$ cat src/rtl/m68k_bus_pkg.sv
// Shared encodings for the MC68010-style bus master: access sizes, response
// error codes and the bus-cycle state machine states.
package m68k_bus_pkg;

  localparam logic [1:0] OP_BYTE = 2'd0;
  localparam logic [1:0] OP_WORD = 2'd1;
  localparam logic [1:0] OP_LONG = 2'd2;

  localparam logic [1:0] ERR_OK   = 2'b00;
  localparam logic [1:0] ERR_BERR = 2'b01;
  localparam logic [1:0] ERR_TMO  = 2'b10;
  localparam logic [1:0] ERR_ADDR = 2'b11;

  typedef enum logic [3:0] {
    S_IDLE,
    S_ADDR,
    S_ASRT,
    S_WAIT,
    S_DATA,
    S_NEG,
    S_RECOV,
    S_GRANT,
    S_RESP
  } state_e;

endpackage

$ cat src/rtl/m68k_bus_wdog.sv
// Wait-state watchdog: cleared before a WAIT phase, counts while enabled and
// flags expiry during the TIMEOUT-th counted cycle.
module m68k_bus_wdog #(
  parameter int TIMEOUT = 64,
  parameter int TO_W    = $clog2(TIMEOUT + 1)
) (
  input  logic clk,
  input  logic rst_n,
  input  logic clr,
  input  logic en,
  output logic expired
);

  localparam logic [TO_W-1:0] LAST = TO_W'(TIMEOUT - 1);

  logic [TO_W-1:0] cnt_q, cnt_d;

  always_comb begin
    cnt_d = cnt_q;
    if (clr) begin
      cnt_d = '0;
    end else if (en && (cnt_q != LAST)) begin
      cnt_d = cnt_q + 1'b1;
    end
  end

  always_ff @(posedge clk or negedge rst_n) begin
    if (!rst_n) begin
      cnt_q <= '0;
    end else begin
      cnt_q <= cnt_d;
    end
  end

  assign expired = en && (cnt_q == LAST);

endmodule

$ cat src/rtl/m68k_bus_master.sv
// MC68010-style asynchronous bus master: runs byte/word/long host commands as
// P_* bus cycles with DTACK/BERR/timeout termination and BR/BG arbitration.
module m68k_bus_master
  import m68k_bus_pkg::*;
#(
  parameter int ADDR_W  = 24,
  parameter int TIMEOUT = 64,
  parameter int TO_W    = $clog2(TIMEOUT + 1)
) (
  input  logic              C100,
  input  logic              RESET_n,
  input  logic              cmd_valid,
  output logic              cmd_ready,
  input  logic [1:0]        cmd_op,
  input  logic              cmd_read,
  input  logic [ADDR_W-1:0] cmd_addr,
  input  logic [2:0]        cmd_fc,
  input  logic [31:0]       cmd_wdata,
  output logic              rsp_valid,
  output logic [31:0]       rsp_data,
  output logic [1:0]        rsp_err,
  output logic [ADDR_W-2:0] P_A,
  output logic [2:0]        P_FC,
  output logic              P_AS_n,
  output logic              P_UDS_n,
  output logic              P_LDS_n,
  output logic              P_RW_n,
  output logic              P_bus_oe,
  output logic [15:0]       P_D_out,
  output logic              P_D_oe,
  input  logic [15:0]       P_D_in,
  input  logic              P_DTACK_n,
  input  logic              P_BERR_n,
  input  logic              P_BR_n,
  input  logic              P_BGACK_n,
  output logic              P_BG_n
);

  state_e            state_q, state_d;
  logic              br_q;
  logic [1:0]        op_q, op_d;
  logic              rd_q, rd_d;
  logic [ADDR_W-1:0] addr_q, addr_d;
  logic [2:0]        fc_q, fc_d;
  logic [31:0]       wdata_q, wdata_d;
  logic              half_q, half_d;
  logic [1:0]        err_q, err_d;
  logic [31:0]       rdata_q, rdata_d;
  logic              wd_expired;
  logic              strobe;
  logic [7:0]        rd_lane;

  m68k_bus_wdog #(.TIMEOUT(TIMEOUT), .TO_W(TO_W)) u_wdog (
    .clk     (C100),
    .rst_n   (RESET_n),
    .clr     (state_q == S_ASRT),
    .en      (state_q == S_WAIT),
    .expired (wd_expired)
  );

  always_comb begin
    state_d   = state_q;
    op_d      = op_q;
    rd_d      = rd_q;
    addr_d    = addr_q;
    fc_d      = fc_q;
    wdata_d   = wdata_q;
    half_d    = half_q;
    err_d     = err_q;
    rdata_d   = rdata_q;
    cmd_ready = 1'b0;
    rd_lane   = addr_q[0] ? P_D_in[7:0] : P_D_in[15:8];
    unique case (state_q)
      S_IDLE: begin
        cmd_ready = !br_q;
        // A pending bus request wins over a command presented the same cycle.
        if (br_q) begin
          state_d = S_GRANT;
        end else if (cmd_valid) begin
          op_d    = (cmd_op == 2'd3) ? OP_WORD : cmd_op;
          rd_d    = cmd_read;
          addr_d  = cmd_addr;
          fc_d    = cmd_fc;
          wdata_d = cmd_wdata;
          half_d  = 1'b0;
          rdata_d = '0;
          err_d   = ERR_OK;
          if ((cmd_op != OP_BYTE) && cmd_addr[0]) begin
            err_d   = ERR_ADDR;
            state_d = S_RESP;
          end else begin
            state_d = S_ADDR;
          end
        end
      end
      S_ADDR:  state_d = S_ASRT;
      S_ASRT:  state_d = S_WAIT;
      S_WAIT: begin
        if (!P_BERR_n) begin
          err_d   = ERR_BERR;
          state_d = S_NEG;
        end else if (!P_DTACK_n) begin
          state_d = S_DATA;
        end else if (wd_expired) begin
          err_d   = ERR_TMO;
          state_d = S_NEG;
        end
      end
      S_DATA: begin
        if (rd_q) begin
          if (op_q == OP_LONG) begin
            if (half_q) rdata_d[15:0]  = P_D_in;
            else        rdata_d[31:16] = P_D_in;
          end else if (op_q == OP_BYTE) begin
            rdata_d = {24'h0, rd_lane};
          end else begin
            rdata_d = {16'h0, P_D_in};
          end
        end
        state_d = S_NEG;
      end
      S_NEG:   state_d = S_RECOV;
      S_RECOV: begin
        if (P_DTACK_n && P_BERR_n) begin
          // Second half of a long follows without returning to IDLE, so no grant can split it.
          if ((op_q == OP_LONG) && !half_q && (err_q == ERR_OK)) begin
            half_d  = 1'b1;
            addr_d  = addr_q + ADDR_W'(2);
            state_d = S_ADDR;
          end else begin
            state_d = S_RESP;
          end
        end
      end
      S_RESP:  state_d = S_IDLE;
      S_GRANT: if (!br_q && P_BGACK_n) state_d = S_IDLE;
      default: state_d = S_IDLE;
    endcase
  end

  always_ff @(posedge C100 or negedge RESET_n) begin
    if (!RESET_n) begin
      state_q <= S_IDLE;
      br_q    <= 1'b0;
      op_q    <= OP_BYTE;
      rd_q    <= 1'b1;
      addr_q  <= '0;
      fc_q    <= '0;
      wdata_q <= '0;
      half_q  <= 1'b0;
      err_q   <= ERR_OK;
      rdata_q <= '0;
    end else begin
      state_q <= state_d;
      br_q    <= !P_BR_n;
      op_q    <= op_d;
      rd_q    <= rd_d;
      addr_q  <= addr_d;
      fc_q    <= fc_d;
      wdata_q <= wdata_d;
      half_q  <= half_d;
      err_q   <= err_d;
      rdata_q <= rdata_d;
    end
  end

  assign strobe    = state_q inside {S_ASRT, S_WAIT, S_DATA};
  assign P_bus_oe  = state_q inside {S_ADDR, S_ASRT, S_WAIT, S_DATA, S_NEG, S_RECOV};
  assign P_D_oe    = !rd_q && (state_q inside {S_ADDR, S_ASRT, S_WAIT, S_DATA, S_NEG});
  assign P_AS_n    = !strobe;
  assign P_UDS_n   = !(strobe && ((op_q != OP_BYTE) || !addr_q[0]));
  assign P_LDS_n   = !(strobe && ((op_q != OP_BYTE) || addr_q[0]));
  assign P_RW_n    = P_bus_oe ? rd_q : 1'b1;
  assign P_A       = addr_q[ADDR_W-1:1];
  assign P_FC      = fc_q;
  assign P_D_out   = (op_q == OP_BYTE) ? {wdata_q[7:0], wdata_q[7:0]} :
                     ((op_q == OP_LONG) && !half_q) ? wdata_q[31:16] : wdata_q[15:0];
  assign P_BG_n    = (state_q != S_GRANT);
  assign rsp_valid = (state_q == S_RESP);
  assign rsp_err   = rsp_valid ? err_q : ERR_OK;
  assign rsp_data  = (rsp_valid && rd_q && (err_q == ERR_OK)) ? rdata_q : '0;

endmodule
$ cat config.mk
export PLATFORM = sky130hd
export DESIGN_NAME = m68k_bus_master
export DESIGN_NICKNAME = d
export VERILOG_FILES = /design/src/rtl/m68k_bus_pkg.sv /design/src/rtl/m68k_bus_wdog.sv /design/src/rtl/m68k_bus_master.sv
export SDC_FILE = /design/constraint.sdc
export NUM_CORES = 1
export LEC_CHECK = 0
export BUFFER_PORTS_ARGS = -buffer_cell sky130_fd_sc_hd__buf_2
export CORE_MARGIN = 2
export CORE_UTILIZATION = 35
export DETAILED_ROUTE_END_ITERATION = 6
export PLACE_DENSITY = 0.58
export SYNTH_ARGS = -nofsm -noshare
export SYNTH_HDL_FRONTEND = slang
export SYNTH_SLANG_ARGS = --single-unit
$ cat constraint.sdc
create_clock -name C100 -period 4.6 [get_ports C100]
set_input_delay 0.92 -clock C100 [delete_from_list [all_inputs] [get_ports C100]]
set_output_delay 0.92 -clock C100 [all_outputs]
set_load 0.01 [all_outputs]
* Yosys cells after proc, flatten, opt, wreduce, memory -nomap -nowiden
Cells that the tools add are included.
Word-level totals: register bits after elaboration 109, output and inout port bits 85, word-level logic and storage cells 125
Operators by class: add/subtract/negate cells 2, equality and inequality tests 25, multiplexer cells 45, bitwise logic cells 1, reductions and logical operators 40
Operators with widths (number):
- 32-bit two-way mux | 5
- 24-bit two-way mux | 4
- 16-bit two-way mux | 5
- 32-bit case mux with 2 select lines | 1
- 24-bit case mux with 2 select lines | 1
- 4-bit two-way mux | 9
- 4-bit case mux with 8 select lines | 1
- 24-bit by 2-bit adder with 24-bit output (second input constant) | 1
- 5-bit AND reduction | 4
- 4-bit by 3-bit == test with 1-bit output (second input constant) | 4
- 2-bit two-way mux | 8
- 3-bit != test (second input constant) | 5
- 7-bit two-way mux | 2
- 1-bit logical AND | 12
- 2-bit != test (second input constant) | 6
- 2-bit nonzero test | 6
- 4-bit by 2-bit == test with 1-bit output (second input constant) | 2
- 1-bit zero test | 8
- 8-bit two-way mux | 1
- 7-bit by 1-bit adder with 7-bit output (second input constant) | 1
- 7-bit by 6-bit == test with 1-bit output (second input constant) | 1
- 7-bit by 6-bit != test with 1-bit output (second input constant) | 1
- 1-bit two-way mux | 6
- 6-bit nonzero test | 1
- other kinds (15) | 18

* Logic depth before layout (Yosys ltp)
word-level depth 6, gate-level depth with buffers 8, depth with buffers taken out 6

* Hierarchy
A second synthesis with hierarchy kept.
Second synthesis, totals: cell total of the unflattened synthesis 632, area total of the unflattened synthesis 6082.1 um^2
Modules (own cells, without submodules):
- m68k_bus_master | times used 1, cells each 593, area each 5691.7 um^2, seq. area each 2553.7 um^2
- m68k_bus_wdog | times used 1, cells each 39, area each 390.4 um^2, seq. area each 175.2 um^2

* Worst setup path before layout
OpenSTA, ideal clock, no wires.
path type reg2out, from reg state_q[1], to out rsp_data[10], data arrival time 1.861 ns, path slack 1.819 ns, cell stages (with the launch flop) 8, path through dfrtp_1 -> buf_2 -> inv_1 -> nand2_1 -> nor3b_1 -> and3_1 -> clkbuf_1 -> and2_1
Between the ends: cells in the longest elaborated chain, start to end 4
Ends and longest elaborated chain:
- start, declared | RTL line m68k_bus_master.sv:39 | state_e state_q, state_d;
- start signal, assigned | RTL line m68k_bus_master.sv:154 | state_q <= state_d;
- 4-bit == test | RTL line m68k_bus_master.sv:179 | assign rsp_valid = (state_q == S_RESP);
- net rsp_valid | RTL line m68k_bus_master.sv:19 | output logic rsp_valid,
- 1-bit logical AND (2 in a row) | RTL line m68k_bus_master.sv:181 | assign rsp_data = (rsp_valid && rd_q && (err_q == ERR_OK)) ? rdata_q : '0;
- 32-bit two-way mux | RTL line m68k_bus_master.sv:181
- end, declared | RTL line m68k_bus_master.sv:20 | output logic [31:0] rsp_data,
The timed path passes the listed nets, and every way through them passes these cells.

* Worst setup path in the final report
from reg op_q[1], to out P_D_out[4]
Between the ends: cells in the longest elaborated chain, start to end 4, elaborated cells on any way between the ends 5, those cells by class eq/ne (1); mux (2); reduce/logical (2)
Ends and longest elaborated chain:
- start, declared | RTL line m68k_bus_master.sv:41 | logic [1:0] op_q, op_d;
- start signal, assigned | RTL line m68k_bus_master.sv:156 | op_q <= op_d;
- 2-bit == test | RTL line m68k_bus_master.sv:177 | ((op_q == OP_LONG) && !half_q) ? wdata_q[31:16] : wdata_q[15:0];
- 1-bit logical AND | RTL line m68k_bus_master.sv:177
- 16-bit two-way mux | RTL line m68k_bus_master.sv:177
- 16-bit two-way mux * | RTL line m68k_bus_master.sv:176 | assign P_D_out = (op_q == OP_BYTE) ? {wdata_q[7:0], wdata_q[7:0]} :
- end, declared | RTL line m68k_bus_master.sv:29 | output logic [15:0] P_D_out,
Mark *: on every way between the ends. The rest lies on a longest branch, timed or not.

==> metrics.cfg <==
[grt]
grtUsageTotal_pct=19.1
grt_pass1_wl_um=27400
grt_max_degree=68
grt-ovfl-total=0
grt_pass1_vias=5130
antenna_found_initial=0

[run]
max-cap-violations=0

[synth]
synth-xor-area-share_pct=0.442
synth-adder-area-share_pct=0.421
synth_edf_count=0
yosysSeqAreaShare_pct=46.0
ys.flop_type=dfrtp_1
syn-num-nets=802
synthCells=715
yosys-top-cells-area=dfrtp_1 (46%), nand2_1 (13%), a21oi_1 (4.5%)
synthSimpleGateAreaFrac_pct=26.4
synth_compound_area_share_pct=17.3
yosys.area.top_type=dfrtp_1
syn_area_per_cell_um2=8.31
synth_top_family_by_area=simple AND/OR/NAND/NOR gates
syn-cell-area_um2=5940
yosysTopAreaCellShare_pct=45.5
synthArstFlopShare_pct=100
ys_ff_latch=109
post_synth_num_cell_types=62
yosys_warnings=0
muxShareOfSynthArea_pct=3.06

[cts]
clock_path_buffers=2
cts_setup_buffers=0
path_clk_slew_ns=0.07
cts_max_level=3
cts-resized-gates=0
clock-sinks=109
cts_buffers=9
insertion_delay_ns=0.35
cts_tree=built
hold_buffers=0
cts_root_buf=clkbuf_16

[drt]
top_layer_used=met4
route.detailed.drc=0
vias_per_cell=5.03
wl_met1_um=8060
drt_wl_total_um=16700
wire_per_inst_um=15.7
drt-pass1-iter-count=5
drt_first_iter_violations=300
route.met3.wl_um=990
ant_nets=0
vias=5344
route.met2.wl_um=7450

[floorplanning]
start_util_pct=35.8
die_x_um=134
io_pins=170
placeableCoreArea_um2=16600
rows=47
die-area_um2=18000
die_h_um=134

[timing]
final-hold-violation-count=0
period_share_pct=77.7
rsz0062_at_grt=false
fin_worst_skew_ns=0.00894
setup_tns_ns=0
maxSlewViolCount=0
max_freq_mhz=280
period_minus_slack_ns=3.58
setup_violations=0
slew_headroom_pct=21.1
tightest_slew_ns=1.17
setup_ws_ns=1.02

[pwr]
irDropWorstVdd_mv=0.221
total_leakage_power_nw=3.45
powerDensity_nw_per_um2=604

[final_layout]
fin_nets=925
syn_to_final_growth_pct=19.8
fill_cells=1743
diodes=0
drive_above_1_share_pct=25.3
regArea_um2=2730
final_core_util_pct=42.9
multi_input_area_um2=2850
instances_no_fill=1063

[setup_path]
cp_slowest_cell=dfrtp_1
critPathMaxFanout=22
crit_type=reg -> out
critical_path.cell_chain=nor3b_2 -> buf_4 -> mux2_2 -> buf_2
max_stage_delay_ns=0.81
cp_top_family=flip-flops
cp_num_buf_inv=2
crit_arrival_ns=2.66
r2r_slack_ns=1.45
start_kind=register
crit_path_end_kind=primary output
required_ns=3.68

[placed_design]
dp_slack_ns=1.35
hpwl_um=11800
io_buffers=169
dp.cells=1047
globalplace.congestion=0.803

[run_status]
status=completed

[hold_path]
hp-class=reg -> reg

[final timing paths]
| path | from | end | depth (start not counted) |
|---|---|---|---|
| worst max-delay path | op_q[1] | P_D_out[4] | 4 |
| max in group asynchronous | RESET_n | addr_q[1] | 2 |
| min in group asynchronous | RESET_n | rdata_q[10] | 1 |
| worst max register to register | op_q[1] | addr_q[22] | 5 |
| worst min register to register | rdata_q[24] | rdata_q[24] | 2 |
| worst min-delay path | rdata_q[24] | rdata_q[24] | 2 |
[flip-flops by register name (all words and copies together), names as in the netlist]
register / cells
rdata_q: 32
wdata_q: 32
addr_q: 24
u_wdog.cnt_q: 7
state_q: 4
P_FC: 3
err_q: 2
op_q: 2
br_q: 1
half_q: 1
rd_q: 1
[report_power, final]
part / internal (mW) / switching [mW] / total, mW / leakage (nW)
clock network: 0.470 / 0.370 / 0.840 / 0.155
registers: 1.31 / 0.408 / 1.72 / 1.39
logic: 0.735 / 1.00 / 1.74 / 1.90
total: 2.52 / 1.78 / 4.30 / 3.45
[synth_stat cells, types with 2 or more instances]
| master | instances |
|---|---|
| nor3_1 | 4 |
| o22a_1 | 9 |
| a31oi_1 | 3 |
| nand3_1 | 24 |
| nand4_1 | 5 |
| o41ai_1 | 4 |
| and2_1 | 37 |
| and3_1 | 4 |
| mux2_2 | 9 |
| ha_1 | 2 |
| mux2i_1 | 8 |
| or3_1 | 5 |
| dfrtp_1 | 108 |
| clkbuf_1 | 26 |
| a2111o_1 | 2 |
| nand2_1 | 204 |
| nand2b_1 | 5 |
| o31ai_1 | 12 |
| nor2_1 | 40 |
| o21ai_0 | 47 |
| buf_1 | 3 |
| buf_4 | 25 |
| xor2_1 | 2 |
| o21ai_1 | 5 |
| a2bb2oi_1 | 2 |
| a21o_1 | 3 |
| nor4_1 | 2 |
| a21oi_1 | 53 |
| inv_1 | 7 |
| nor3b_1 | 3 |
| o22ai_1 | 9 |
| and4_1 | 4 |
| buf_2 | 10 |
[through the flow]
stage / power [mW] / hold WS [ns] / cell area (um^2)
after floorplan: 2.94 / 0.440 / 5940
after global placement: 3.47 / 0.454 / 6790
after CTS: 4.34 / 0.475 / 7110
after global routing: 4.66 / 0.485 / 7110
final: 4.30 / 0.471 / 7110
after detailed placement: 3.49 / 0.457 / 6790
[tightest hold or removal path, delay by kind of cell (launching register included)]
| family | cells | cell delay, ns |
|---|---|---|
| AOI/OAI and AO/OA | 1 | 0.05 |
| and+or+nand+nor | 1 | 0.04 |
| DFF | 1 | 0.34 |
[final cells by class]
| type | instances | area share (%) |
|---|---|---|
| clock inverter | 4 | 0.774 |
| clock buffer | 12 | 3.75 |
| inverter | 7 | 0.369 |
| tap | 220 | 3.87 |
| timing repair buffer | 177 | 12.8 |
| multi-input combinational | 534 | 40.1 |
| sequential | 109 | 38.4 |
[routing by layer]
metal	vias to the layer above	track usage [%]
met3	16	3.74
met5	-	0
li1	2689	-
met1	2471	27.6
met2	168	28.6
met4	0	6.32
[cell families (layout without fill, tap and decap cells)]
kind of cell    Yosys count  count (layout)
buf+inv                  72             200
compound gates          166             166
fa+ha+maj                 2               2
xor+xnor                  3               3
simple gates            346             346
flops                   109             109
mux                      17              17
[layout by cell type (no fill, tap or decap), types with 3 or more instances in the layout]
cell       count
mux2_2         9
o21ai_1        5
nand3_1       24
mux2i_1        8
o41ai_1        4
nand4_1        5
o22ai_1        9
o31ai_1       12
and2_1        37
a31oi_1        3
clkbuf_8       3
nor2_1        40
o22a_1         9
clkbuf_16      9
nand2b_1       5
dfrtp_1      108
or3_1          5
buf_2        168
nand2_1      204
inv_1          7
a21o_1         3
a21oi_1       53
o21ai_0       47
buf_4          9
and3_1         4
and4_1         4
nor3_1         4
Note: power is estimated with default switching activity, not from simulation.
